`config.mk`:
```
export PLATFORM = sky130hd
export DESIGN_NAME = fifo_wr_packer_flat
export DESIGN_NICKNAME = d
export VERILOG_FILES = /design/src/rtl/fifo_wr_packer_if.sv /design/src/rtl/fifo_wr_packer.sv /design/src/flat_wrapper.sv
export SDC_FILE = /design/constraint.sdc
export NUM_CORES = 1
export LEC_CHECK = 0
export ABC_CLOCK_PERIOD_IN_PS = 3700
export BUFFER_PORTS_ARGS = -buffer_cell sky130_fd_sc_hd__buf_2
export CAP_MARGIN = 0
export CORE_ASPECT_RATIO = 0.75
export CORE_UTILIZATION = 58
export DETAILED_ROUTE_END_ITERATION = 10
export PLACE_DENSITY = 0.84
export SETUP_SLACK_MARGIN = 0.02
export SLEW_MARGIN = 20
export SYNTH_ARGS = -nofsm -noshare
export SYNTH_HDL_FRONTEND = slang
export SYNTH_SLANG_ARGS = --single-unit
```
`constraint.sdc`:
```
create_clock -name wr_clk -period 3.7 [get_ports wr_clk]
set_clock_uncertainty 0.2 [all_clocks]
set_input_delay 0.74 -clock wr_clk [delete_from_list [all_inputs] [get_ports wr_clk]]
set_output_delay 0.74 -clock wr_clk [all_outputs]
set_load 0.05 [all_outputs]
```
`src/rtl/fifo_wr_packer_if.sv`:
```
// fifo_wr_packer_if
//   Bundles the narrow input stream and the FIFO write port of the packer.
//   Ports (signals):
//     in_data  [IW]  input beat            in_valid  beat valid
//     in_last        last beat of packet   in_ready  beat accepted
//     fifo_din [DW]  word to FIFO din      fifo_we   FIFO write enable
//     fifo_full      FIFO full flag        fifo_full_n  FIFO almost-full flag
//   Modports:
//     slave  : the packer's view (consumes the stream, drives the FIFO port)
//     master : the environment's view (produces the stream, models the FIFO)
interface fifo_wr_packer_if #(
  parameter int IW = 8,
  parameter int DW = 32
);
  logic [IW-1:0] in_data;
  logic          in_valid;
  logic          in_last;
  logic          in_ready;
  logic [DW-1:0] fifo_din;
  logic          fifo_we;
  logic          fifo_full;
  logic          fifo_full_n;

  modport slave (
    input  in_data, in_valid, in_last, fifo_full, fifo_full_n,
    output in_ready, fifo_din, fifo_we
  );

  modport master (
    output in_data, in_valid, in_last, fifo_full, fifo_full_n,
    input  in_ready, fifo_din, fifo_we
  );
endinterface

```
`src/rtl/fifo_wr_packer.sv`:
```
// fifo_wr_packer
//   Write-side feeder for the dual-clock FIFO (wr_clk domain). Packs RATIO
//   narrow beats into one FIFO word, lane 0 in the LSBs. in_last closes a
//   partial word early; unwritten upper lanes are filled with PAD.
//   Ports:
//     wr_clk    write-domain clock
//     rst       synchronous reset, active-low
//     clr       synchronous clear, active-high (same pulse clears the FIFO)
//     bus       stream + FIFO write port (fifo_wr_packer_if.slave)
//     words_wr  16-bit count of words written, wraps
//     lane      current fill lane (debug view of the packing state)
//
//   Handshake: a beat transfers on a wr_clk edge where in_valid & in_ready.
//   in_ready does not depend on in_valid. A FIFO word transfers on the edge
//   where fifo_we=1; fifo_we never rises while fifo_full=1.
module fifo_wr_packer #(
  parameter int          IW       = 8,
  parameter int          RATIO    = 4,
  parameter int          DW       = IW * RATIO,
  parameter int          LW       = 2,
  parameter logic [IW-1:0] PAD    = '0,
  parameter bit          AF_THROT = 1'b1
) (
  input  logic                     wr_clk,
  input  logic                     rst,
  input  logic                     clr,
  fifo_wr_packer_if.slave          bus,
  output logic [15:0]              words_wr,
  output logic [LW-1:0]            lane
);

  logic [LW-1:0] lane_q;
  logic [DW-1:0] asm_q;
  logic [DW-1:0] out_word_q;
  logic          out_vld_q;
  logic [15:0]   words_q;

  logic          run;
  logic          accept;
  logic          complete;
  logic          drain;
  logic [DW-1:0] new_word;

  assign run = rst & ~clr;

  // The holding register can take a new word if it is empty or is being
  // drained on this same edge; almost-full throttles the input only.
  assign bus.in_ready = run & (~out_vld_q | ~bus.fifo_full) &
                        ~(AF_THROT & bus.fifo_full_n);
  assign bus.fifo_we  = run & out_vld_q & ~bus.fifo_full;
  assign bus.fifo_din = out_word_q;

  assign accept   = bus.in_valid & bus.in_ready;
  assign complete = accept & ((lane_q == LW'(RATIO - 1)) | bus.in_last);
  assign drain    = bus.fifo_we;

  assign words_wr = words_q;
  assign lane     = lane_q;

  // Word that a completing beat produces: lanes below the current one come
  // from the assembly register, the current lane is the incoming beat and
  // anything above it is padding.
  always_comb begin
    new_word = '0;
    for (int i = 0; i < RATIO; i++) begin
      if (i < int'(lane_q))
        new_word[i*IW +: IW] = asm_q[i*IW +: IW];
      else if (i == int'(lane_q))
        new_word[i*IW +: IW] = bus.in_data;
      else
        new_word[i*IW +: IW] = PAD;
    end
  end

  always_ff @(posedge wr_clk) begin
    if (!rst || clr) begin
      lane_q     <= '0;
      asm_q      <= '0;
      out_word_q <= '0;
      out_vld_q  <= 1'b0;
      words_q    <= '0;
    end else begin
      if (complete) begin
        out_word_q <= new_word;
        lane_q     <= '0;
        asm_q      <= '0;
      end else if (accept) begin
        asm_q[int'(lane_q)*IW +: IW] <= bus.in_data;
        lane_q                       <= lane_q + LW'(1);
      end

      // A new word loading on a drain edge keeps the register occupied.
      if (complete)
        out_vld_q <= 1'b1;
      else if (drain)
        out_vld_q <= 1'b0;

      if (drain)
        words_q <= words_q + 16'd1;
    end
  end

endmodule

```
`src/flat_wrapper.sv`:
```
// flat-port wrapper written by rule: the top's interface ports become plain ports
module fifo_wr_packer_flat 
#(
  parameter int          IW       = 8,
  parameter int          RATIO    = 4,
  parameter int          DW       = IW * RATIO,
  parameter int          LW       = 2,
  parameter logic [IW-1:0] PAD    = '0,
  parameter bit          AF_THROT = 1'b1
)
  (wr_clk, rst, clr, words_wr, lane, bus_in_data, bus_in_valid, bus_in_last, bus_fifo_full, bus_fifo_full_n, bus_in_ready, bus_fifo_din, bus_fifo_we);
  fifo_wr_packer_if #(.IW(IW), .DW(DW)) bus_i ();
  input  logic wr_clk;
  input  logic rst;
  input  logic clr;
  output logic [15:0] words_wr;
  output logic [LW-1:0] lane;
  input wire logic [$bits(bus_i.in_data)-1:0] bus_in_data;
  input wire logic [$bits(bus_i.in_valid)-1:0] bus_in_valid;
  input wire logic [$bits(bus_i.in_last)-1:0] bus_in_last;
  input wire logic [$bits(bus_i.fifo_full)-1:0] bus_fifo_full;
  input wire logic [$bits(bus_i.fifo_full_n)-1:0] bus_fifo_full_n;
  output wire logic [$bits(bus_i.in_ready)-1:0] bus_in_ready;
  output wire logic [$bits(bus_i.fifo_din)-1:0] bus_fifo_din;
  output wire logic [$bits(bus_i.fifo_we)-1:0] bus_fifo_we;
  assign bus_i.in_data = bus_in_data;
  assign bus_i.in_valid = bus_in_valid;
  assign bus_i.in_last = bus_in_last;
  assign bus_i.fifo_full = bus_fifo_full;
  assign bus_i.fifo_full_n = bus_fifo_full_n;
  assign bus_in_ready = bus_i.in_ready;
  assign bus_fifo_din = bus_i.fifo_din;
  assign bus_fifo_we = bus_i.fifo_we;
  fifo_wr_packer #(.IW(IW), .RATIO(RATIO), .DW(DW), .LW(LW), .PAD(PAD), .AF_THROT(AF_THROT)) u_core (.wr_clk(wr_clk), .rst(rst), .clr(clr), .bus(bus_i), .words_wr(words_wr), .lane(lane));
endmodule
```
* Yosys cells after proc, flatten, opt, wreduce, memory -nomap -nowiden
Cells that the tools add are included.
** Word-level totals
- Register bits :: 83
- Bits of input ports :: 15
** Cells by class
- Order comparisons :: 3
- Mux-type cells :: 10
- Add/sub/neg operators :: 3
- Shift-type cells :: 2
- Reduce and logical (&&, ||, !) cells :: 5
- Equal/unequal tests :: 4
- Bitwise logic cells :: 13
** Operators by type and width (number)
- 8-bit 2-to-1 mux :: 7
- 5-bit negation with 33-bit output :: 1
- 8-bit by 33-bit variable shift with 32-bit output (first input constant) :: 1
- 8-bit by 33-bit variable part select with 32-bit output :: 1
- 32-bit bitwise mux :: 1
- 16-bit by 1-bit adder with 16-bit output (second input constant) :: 1
- 1-bit bitwise AND :: 7
- 2-bit equality test (first input constant) :: 2
- 1-bit by 2-bit < comparator with 1-bit output (first input constant) :: 2
- 1-bit inverter :: 4
- 2-bit by 1-bit adder with 2-bit output (second input constant) :: 1
- 1-bit by 2-bit equality test with 1-bit output (first input constant) :: 1
- 2-bit equality test (second input constant) :: 1
- 2-bit zero test :: 1
- 2-bit < comparator (first input constant) :: 1
- 1-bit 2-to-1 mux :: 2
- 1-bit bitwise OR :: 2
- 2-bit nonzero test :: 1
- 2-bit OR reduction :: 1
- 1-bit zero test :: 1
- 1-bit logical OR :: 1

* Logic depth before layout (Yosys ltp)
Gate-level depths: netlist of the first run.
- Depth after elaboration :: 7
- Depth in mapped cells :: 9
- Mapped depth without buffers :: 6

* Least setup slack after synthesis of the first run
No wires, ideal clock.
- Path kind :: input-to-output
- From :: input clr
- To :: output bus_in_ready
- Stages on the path :: 4
- Arrival :: 2006 ps
- Path slack :: 754 ps
- Required time :: 2760 ps
- Cells stage by stage :: nand2b_1 clkbuf_1 clkbuf_1 nor2_1
** Between the ends
- Cells in the longest elaborated chain, start to end :: 4
** Ends and longest elaborated chain
- from (decl) :: RTL line flat_wrapper.sv:15 : input logic clr;
- 1-bit inverter :: RTL line fifo_wr_packer.sv:44 : assign run = rst & ~clr;
- 1-bit bitwise AND :: RTL line fifo_wr_packer.sv:44
- 1-bit bitwise AND (2 in a row) :: RTL line fifo_wr_packer.sv:48 : assign bus.in_ready = run & (~out_vld_q | ~bus.fifo_full) &
- to (decl) :: RTL line flat_wrapper.sv:23 : output wire logic [$bits(bus_i.in_ready)-1:0] bus_in_ready;
No other way between the ends.

* Worst setup path after layout of the first run
- From :: register u_core.lane_q[1] (netlist: u_core.lane[1])
- To :: register u_core.asm_q[14]
** Between the ends
- Cells in the longest elaborated chain, start to end :: 4
- Elaborated cells on any way between the ends :: 8
** Ends and longest elaborated chain
- from (decl) :: RTL line fifo_wr_packer.sv:32 : logic [LW-1:0] lane_q;
- from (signal assigned) :: RTL line fifo_wr_packer.sv:89 : lane_q <= lane_q + LW'(1);
- branches (longest 4 deep; another with 5-bit negation with 33-bit output)
- to (signal, indexed assignment) :: RTL line fifo_wr_packer.sv:88 : asm_q[int'(lane_q)*IW +: IW] <= bus.in_data;
- to (decl) :: RTL line fifo_wr_packer.sv:33 : logic [DW-1:0] asm_q;
Several ways; the timed one is not identified.
A chain may end at the register's enable or synchronous reset.

==> results of run 1 <==
[cell type report]
cell class              instances  area [um2]
repair buffers                 70         360
multi-input cells             240        1600
clock inverters                 4        47.5
well taps                      75        93.8
clock buffers                  12         165
flip-flops and latches         75        1500
inverters                       6        22.5
fillers                       419        1590
[flip-flops by register name, indices dropped and copies added, names as in the netlist]
name                 flops
u_core.asm_q            24
u_core.out_vld_q         1
u_core.bus.fifo_din     32
u_core.words_wr         16
u_core.lane              2
[cells by family after synthesis]
| logic type | count (synthesis) | synth area share (%) |
|---|---|---|
| adder cells (fa/ha/maj) | 7 | 2.69 |
| AND/OR/NAND/NOR | 136 | 22.2 |
| multiplexers | 10 | 3.08 |
| XOR/XNOR | 8 | 2.15 |
| buffers and inverters | 28 | 4.50 |
| AO/OA/AOI/OAI | 79 | 19.2 |
| flip-flops | 75 | 46.2 |
[layer usage]
layer / vias to the layer above / wire (um) / GRT usage, %
li1: 1365 / - / -
met4: 0 / 104 / 8.06
met5: - / 0 / 0
met2: 77 / 3480 / 41.7
met1: 1286 / 3480 / 35.4
met3: 12 / 432 / 9.79
[power by group through the flow]
stage | clock network [W] | registers, W | logic, W
floorplan | 0 | 0.000838 | 0.0000399
global placement | 0 | 0.000830 | 0.0000771
detailed placement | 0 | 0.000830 | 0.0000784
CTS | 0.000670 | 0.000812 | 0.0000792
global route | 0.000706 | 0.000812 | 0.0000854
finish | 0.000659 | 0.000812 | 0.0000796
[through the flow]
stage	power (W)	hold WS, ps	utilization, %	cell area, um2
global route	0.00160	269	70.5	3790
floorplan	0.000878	230	-	3250
detailed placement	0.000909	242	66.6	3580
CTS	0.00156	253	70.5	3790
global placement	0.000907	238	66.6	3580
finish	0.00155	251	70.5	3790
[worst max-delay path, stage by stage, from the launching register on]
cell	delay (ps)
dfxtp_1	620
inv_1	270
ha_1	420
nand2b_1	250
or4_1	520
nor4_4	370
a22o_1	210
[worst max-delay path by stage]
| stage | start | slack (ps) | end |
|---|---|---|---|
| finish | u_core.lane[1] | 800 | u_core.asm_q[14] |
| global route | u_core.lane[1] | 650 | u_core.asm_q[14] |
| CTS | u_core.lane[1] | 860 | u_core.asm_q[14] |
| detailed placement | u_core.lane[1] | 880 | u_core.asm_q[14] |
| global placement | u_core.lane[1] | 1010 | u_core.asm_q[11] |
| floorplan | clr | 750 | bus_in_ready |
[placed cells by master (no fill, tap or decap), types with 10 or more instances in the layout]
| cell | count |
|---|---|
| dfxtp_1 | 75 |
| a22o_1 | 22 |
| nand2_1 | 30 |
| buf_2 | 66 |
| nand3_1 | 15 |
| clkbuf_8 | 12 |
| mux2i_1 | 10 |
| a21oi_1 | 16 |
| and3_1 | 14 |
| nor3_1 | 11 |
| a211oi_1 | 16 |
| nor2_1 | 39 |
==> impl_metrics.ini, run 1 <==
[status]
status = completed

[worst_setup_path]
crit_type = flop to flop
cp.arrival_ps = 3000
cp.required_ps = 3790
r2r_end = u_core.asm_q[14]
crit_path_end_kind = flop
path_max_fanout = 14
r2r_cells = 6
r2r_slack_ps = 800
critPathLaunchType = flop
rr_startpoint = u_core.lane[1]

[global_route]
grt_antenna_before_repair = 0
grt_usage_pct = 27.1
grt_pass1_vias = 2473
grt_max_degree = 41
grt_pass1_wl_um = 11900
grt-ovfl-total = 0

[clocking]
path_clk_slew_ps = 70
cts_resized = 0
holdBufCountCts = 0
clk_latency_ps = 350
cts_max_level = 3
cts_buffer_depth = 2
clock_sinks = 75
cts_buffers = 9
cts_root_buf = clkbuf_8
cts_tree = yes
cts_setup_buffers = 0

[floorplanning]
die_area_mm2 = 0.00591
initial_core_util_pct = 60.4
die_w_um = 88.5
pin_count = 67
die_h_um = 66.8
core-area_mm2 = 0.00538
rows = 23

[layout]
fin_cells = 482
syn_to_final_growth_pct = 16.7
nets = 424
antenna_cells = 0
drive_gt1_share_pct = 24.8

[timing]
setup_ws_ps = 796
finalCritPeriodShare_pct = 78.5
fmax_mhz = 344
fin_setup_tns_ps = 0
setup_viol = 0
worst_slew_pin_slew_ps = 907
rsz0062_at_grt = false
hold_violations = 0
min_period_ps = 2900
relSlewSlack_pct = 39.4
slew_viol_final = 0

[logic_synthesis]
synth_top_area_cell = dfxtp_1
synth-async-reset-ratio_pct = 0
ys_warn_count = 0
synthTopCellsByArea = dfxtp_1, a22o_1, nor2_1, a211oi_1, nand2_1
syn-num-nets = 365
synth-seq-cells = 75
avgSynthCellArea_um2 = 9.48
yosysUniqueCellTypes = 46
synth_common_cells = dfxtp_1, nor2_1, nand2_1
syn_area_mm2 = 0.00325
seq_area_frac_synth_pct = 46.2
synth_top_area_share_pct = 46.2
syn_inst = 343
ys.flop_type = dfxtp_1
synth_edf_count = 0
synth.most_common_cell = dfxtp_1

[hold_path]
hp-start = u_core.asm_q[5]
min_path_cells = 2
min_path_type = flop to flop
hold-path-endpoint = u_core.asm_q[5]

[power_and_ir_drop]
peakVddDrop_uv = 315
p_per_area_mw_per_mm2 = 409
power_switching_share_pct = 22.9
p_clk_share_pct = 42.5
switching_power_w = 0.000355
power_frac_comb_pct = 5.1
seqPwrFrac_pct = 52.3
internal-power_w = 0.00120
leakagePower_nw = 1.64

[routing]
ant_nets = 0
firstDrtPassIters = 5
vias = 2740
viasPerCell = 5.68
avgRoutedWirePerCell_um = 15.5
drt_iter0_drc = 190
route.detailed.drc = 0
wl_um = 7490

[placed_design]
hpwl_um = 5190
gp_congestion = 0.883
placedCellCount = 466
pre_cts_ws_ps = 879
port_buffers = 66

[run]
drv_cap = 0
(Power assumes the default switching activity.)
==> inputs of run 2 (changes only) <==
--- a/config.mk
+++ b/config.mk
@@ -5,13 +5,13 @@
 export SDC_FILE = /design/constraint.sdc
 export NUM_CORES = 1
 export LEC_CHECK = 0
-export ABC_CLOCK_PERIOD_IN_PS = 3700
+export ABC_CLOCK_PERIOD_IN_PS = 2400
 export BUFFER_PORTS_ARGS = -buffer_cell sky130_fd_sc_hd__buf_2
 export CAP_MARGIN = 0
 export CORE_ASPECT_RATIO = 0.75
-export CORE_UTILIZATION = 58
+export CORE_UTILIZATION = 49
 export DETAILED_ROUTE_END_ITERATION = 10
-export PLACE_DENSITY = 0.84
+export PLACE_DENSITY = 0.75
 export SETUP_SLACK_MARGIN = 0.02
 export SLEW_MARGIN = 20
 export SYNTH_ARGS = -nofsm -noshare
==> constraint.sdc (replaced) <==
create_clock -name wr_clk -period 2.4 [get_ports wr_clk]
set_clock_uncertainty 0.2 [all_clocks]
set_input_delay 0.48 -clock wr_clk [delete_from_list [all_inputs] [get_ports wr_clk]]
set_output_delay 0.48 -clock wr_clk [all_outputs]
set_load 0.05 [all_outputs]
==> run 2 against run 1 <==
Effect of this change: cell count rose by 3.5%; count of clock-buffer cells in the layout fell by 1; sequential share of layout area fell by 1.3 points; highest routed layer unchanged; die area up 18%; via count grew 1.4%; flip-flop and latch count did not move.
==> impl_metrics.ini, run 2 (synthesized netlist as in run 1, its figures left out) <==
[status]
status = completed

[power_and_ir_drop]
leakagePower_nw = 1.72
p_per_area_mw_per_mm2 = 626
internal-power_w = 0.00191
p_clk_share_pct = 44.1
seqPwrFrac_pct = 50.6
peakVddDrop_uv = 415
power_switching_share_pct = 22.7
switching_power_w = 0.000561
power_frac_comb_pct = 5.3

[global_route]
use_met2_pct = 36.1
grt_max_degree = 41
grt_busiest_layer = met2
grt_pass1_vias = 2445
grt_antenna_before_repair = 0
grt-ovfl-total = 0
grt_usage_pct = 23.1
grtUsageMet1_pct = 31.6
grt_pass1_wl_um = 12200
met3_usage_pct = 5.24

[timing]
slew_viol_final = 0
setup_ws_ps = 153
finalCritPeriodShare_pct = 93.6
worst_slew_pin_slew_ps = 536
fmax_mhz = 445
min_period_ps = 2250
rsz0062_at_grt = false
fin_setup_tns_ps = 0
relSlewSlack_pct = 64.1
setup_viol = 0
hold_violations = 0

[placed_design]
port_buffers = 66
pre_cts_ws_ps = 11.4
hpwl_um = 5410
gp_congestion = 0.860

[floorplanning]
die_w_um = 96.1
die_h_um = 72.6
core-area_mm2 = 0.00635
rows = 25
die_area_mm2 = 0.00697
initial_core_util_pct = 51.2
pin_count = 67

[hold_path]
min_path_type = primary input to flop

[layout]
layout_commonest_cell = dfxtp_1
antenna_cells = 0
drive_gt1_share_pct = 28.5
final_cell_mix = dfxtp_1, buf_2, nor2_1
syn_to_final_growth_pct = 21.2
largest_reg_flops = 32
nets = 435

[clocking]
cts_root_buf = clkbuf_8
cts_max_level = 3
clock_sinks = 75
clk_latency_ps = 350
holdBufCountCts = 0
cts_buffer_depth = 2
cts_buffers = 9
path_clk_slew_ps = 70
cts_tree = yes

[routing]
drt_iter0_drc = 115
vias = 2779
wl_um = 7690
viasPerCell = 5.57
firstDrtPassIters = 4
ant_nets = 0
avgRoutedWirePerCell_um = 15.4
route.detailed.drc = 0

[worst_setup_path]
cp.arrival_ps = 2330
crit_type = flop to flop
cp.required_ps = 2490
worstPathCellList = clkinvlp_4, ha_2, nand2b_4, or4_4, nor4_4, buf_4, a22o_1
path_max_fanout = 7
slowest_delay_ps = 460
critPathLaunchType = flop
slowest_stage = or4_4
crit_path_end_kind = flop

[run]
drv_cap = 0
==> run 2: per-layer routing <==
| metal | up-vias | wire, um |
|---|---|---|
| met4 | 0 | 52 |
| li1 | 1388 | - |
| met3 | 4 | 329 |
| met5 | - | 0 |
| met1 | 1331 | 3710 |
| met2 | 56 | 3590 |
==> run 2: power by group through the flow <==
stage / logic (W) / clock network (W) / registers (W)
after floorplan: 0.0000626 / 0 / 0.00129
after global placement: 0.000128 / 0 / 0.00128
after detailed placement: 0.000129 / 0 / 0.00128
after CTS: 0.000129 / 0.00111 / 0.00125
after global routing: 0.000142 / 0.00116 / 0.00125
final: 0.000131 / 0.00109 / 0.00125
==> run 2: what timing repair did <==
item / in CTS / in global routing
pin swaps: 1 / 1
resized for setup: 0 / 1
setup buffers: 0 / 4
setup endpoints to repair: 2 / 10
==> run 2: metrics by stage <==
step	hold WS, ps	util [%]	total power, W	area, um2	std cells
after global placement	237	58.0	0.00141	3680	479
after CTS	211	61.5	0.00249	3910	495
after detailed placement	249	58.0	0.00141	3680	479
final	219	62.0	0.00247	3940	499
after global routing	236	62.0	0.00255	3940	499
after floorplan	230	-	0.00135	3290	343
==> run 2: layout make-up <==
type                       instances  area [um2]
tap                               81         101
sequential                        75        1510
inverter                           6        28.8
clock inverter                     5        83.8
fill                             553        2410
multi-input combinational        240        1620
clock buffer                      11         141
timing repair buffer              81         455
==> run 2: path summary, 6_finish.rpt <==
path / slack (ps) / endpoint / start / cells after the start
min reg2reg: 260 / u_core.asm_q[0] / u_core.asm_q[0] / 2
max reg2reg: 150 / u_core.asm_q[18] / u_core.lane[0] / 7
max: 150 / u_core.asm_q[18] / u_core.lane[0] / 7
min: 220 / u_core.out_vld_q / bus_fifo_full / 3
==> run 2: critical path, delay by kind of cell, from the launching register on <==
| family | cells | cell delay [ps] |
|---|---|---|
| AND/OR/NAND/NOR | 3 | 780 |
| flip-flops | 1 | 400 |
| adder cells (fa/ha/maj) | 1 | 370 |
| buffers and inverters | 2 | 320 |
| AO/OA/AOI/OAI | 1 | 120 |
==> inputs of run 3 (changes only) <==
==> constraint.sdc (replaced) <==
create_clock -name wr_clk -period 2.4 [get_ports wr_clk]
set_clock_uncertainty 0.2 [all_clocks]
set_input_delay 0.48 -clock wr_clk [delete_from_list [all_inputs] [get_ports wr_clk]]
set_output_delay 0.48 -clock wr_clk [all_outputs]
set_load 0.01 [all_outputs]
==> run 3 against run 2 <==
Effect of this change: cell area decreased by 0.48%; sequential share of layout area increased by 0.056 points; global-route usage grew 0.94 points; non-clock buffer count grew 2.
==> impl_metrics.ini, run 3 (synthesized netlist as in run 1, its figures left out) <==
[timing]
fmax_mhz = 457
fin_setup_tns_ps = 0
rsz0062_at_grt = false
worst_slew_pin_slew_ps = 552
holdWs_ps = 216
finalCritPeriodShare_pct = 91.3
min_period_ps = 2190
hold_violations = 0
relSlewSlack_pct = 63.1
setup_ws_ps = 210
setup_viol = 0
slew_viol_final = 0

[placed_design]
port_buffers = 66
gp_congestion = 0.926
pre_cts_ws_ps = 134
hpwl_um = 5510

[floorplanning]
die_area_mm2 = 0.00697
pin_count = 67
core-area_mm2 = 0.00635
die_w_um = 96.1
initial_core_util_pct = 51.2
rows = 25
die_h_um = 72.6

[worst_setup_path]
r2r_slack_ps = 210
crit_path_end_kind = flop
path_max_fanout = 11
crit_type = flop to flop
r2r_end = u_core.asm_q[10]
critPathLaunchType = flop
rr_startpoint = u_core.lane[1]
cp.arrival_ps = 2290
r2r_cells = 6
cp.required_ps = 2500

[clocking]
path_clk_slew_ps = 80
cts_max_level = 3
holdBufCountCts = 0
clock_sinks = 75
cts_buffer_depth = 2
cts_tree = yes
clk_latency_ps = 350
cts_buffers = 9
cts_root_buf = clkbuf_8
cts_resized = 0

[routing]
vias = 2771
avgRoutedWirePerCell_um = 15.6
route.detailed.drc = 0
wl_um = 7830
viasPerCell = 5.53
firstDrtPassIters = 4
ant_nets = 0
drt_iter0_drc = 173

[global_route]
grt-ovfl-total = 0
grt_pass1_vias = 2547
grt_usage_pct = 24.0
grt_pass1_wl_um = 12600
grt_antenna_before_repair = 0
grt_max_degree = 21

[hold_path]
hold-path-endpoint = u_core.out_vld_q
hp-start = bus_fifo_full
min_path_cells = 3
min_path_type = primary input to flop

[power_and_ir_drop]
leakagePower_nw = 1.71
peakVddDrop_uv = 425
p_per_area_mw_per_mm2 = 631

[layout]
largest_reg_flops = 32
drive_gt1_share_pct = 27.9
layout_commonest_cell = dfxtp_1
final_cell_mix = dfxtp_1, buf_2, nor2_1
syn_to_final_growth_pct = 20.6
nets = 437
antenna_cells = 0

[run]
drv_cap = 0

[status]
status = completed
==> run 3: cell types whose count changed in the layout (fill, tap and decap cells not counted), moves of 2 or more <==
cell / previous run / this run
buf_4: 14 / 17
dfxtp_2: 0 / 2
dfxtp_4: 2 / 0
inv_4: 2 / 0
==> run 3: area by class of cell <==
cell class	count	area, um2
Tap cell	81	101
Fill cell	559	2430
Multi-Input combinational cell	240	1610
Timing Repair Buffer	83	458
Clock buffer	12	155
Inverter	6	22.5
Sequential cell	75	1500
Clock inverter	4	72.6
==> run 3: worst max path at each step <==
stage                   start                to  slack (ps)
6_report       u_core.lane[1]  u_core.asm_q[10]         210
5_1_grt        u_core.lane[1]  u_core.asm_q[10]         110
4_1_cts        u_core.lane[0]  u_core.asm_q[10]         120
3_5_place_dp   u_core.lane[1]   u_core.asm_q[9]         130
3_3_place_gp   u_core.lane[0]   u_core.asm_q[8]         190
2_1_floorplan  u_core.lane[0]  u_core.asm_q[10]          50
==> run 3: through the flow <==
stage	utilization [%]	std cells	total power, W	instance area, um2
after floorplan	-	343	0.00134	3270
after global placement	58.2	485	0.00140	3690
after detailed placement	58.2	485	0.00140	3690
after CTS	61.8	501	0.00249	3920
after global routing	61.8	501	0.00255	3920
final	61.8	501	0.00247	3920
==> run 3: layer usage <==
| layer | up-vias | GRT usage, % | part of all wire [%] |
|---|---|---|---|
| met2 | 64 | 35.9 | 45 |
| met1 | 1311 | 32.9 | 48 |
| met4 | 0 | 7.46 | 1.0 |
| li1 | 1389 | - | - |
| met3 | 7 | 8.07 | 6.0 |
| met5 | - | 0 | 0 |
==> run 3: where the power goes <==
part / internal, W / switching, W / leakage (nW) / total, W
registers: 0.00125 / 0.00000246 / 0.605 / 0.00125
logic: 0.0000402 / 0.0000800 / 0.990 / 0.000120
clock network: 0.000641 / 0.000461 / 0.113 / 0.00110
total: 0.00193 / 0.000543 / 1.71 / 0.00247
==> run 3: worst max-delay path, cell delays in order, from the launching register on <==
cell	delay, ps
dfxtp_2	390
inv_2	100
ha_1	330
nand2b_1	80
or4_4	460
nor4_4	370
a22o_1	200
==> run 3: what timing repair did <==
action / 4_1_cts / 5_1_grt
endpoints found under the setup margin: 0 / 2
setup buffers: 0 / 0
endpoints found under the hold margin: 0 / 0
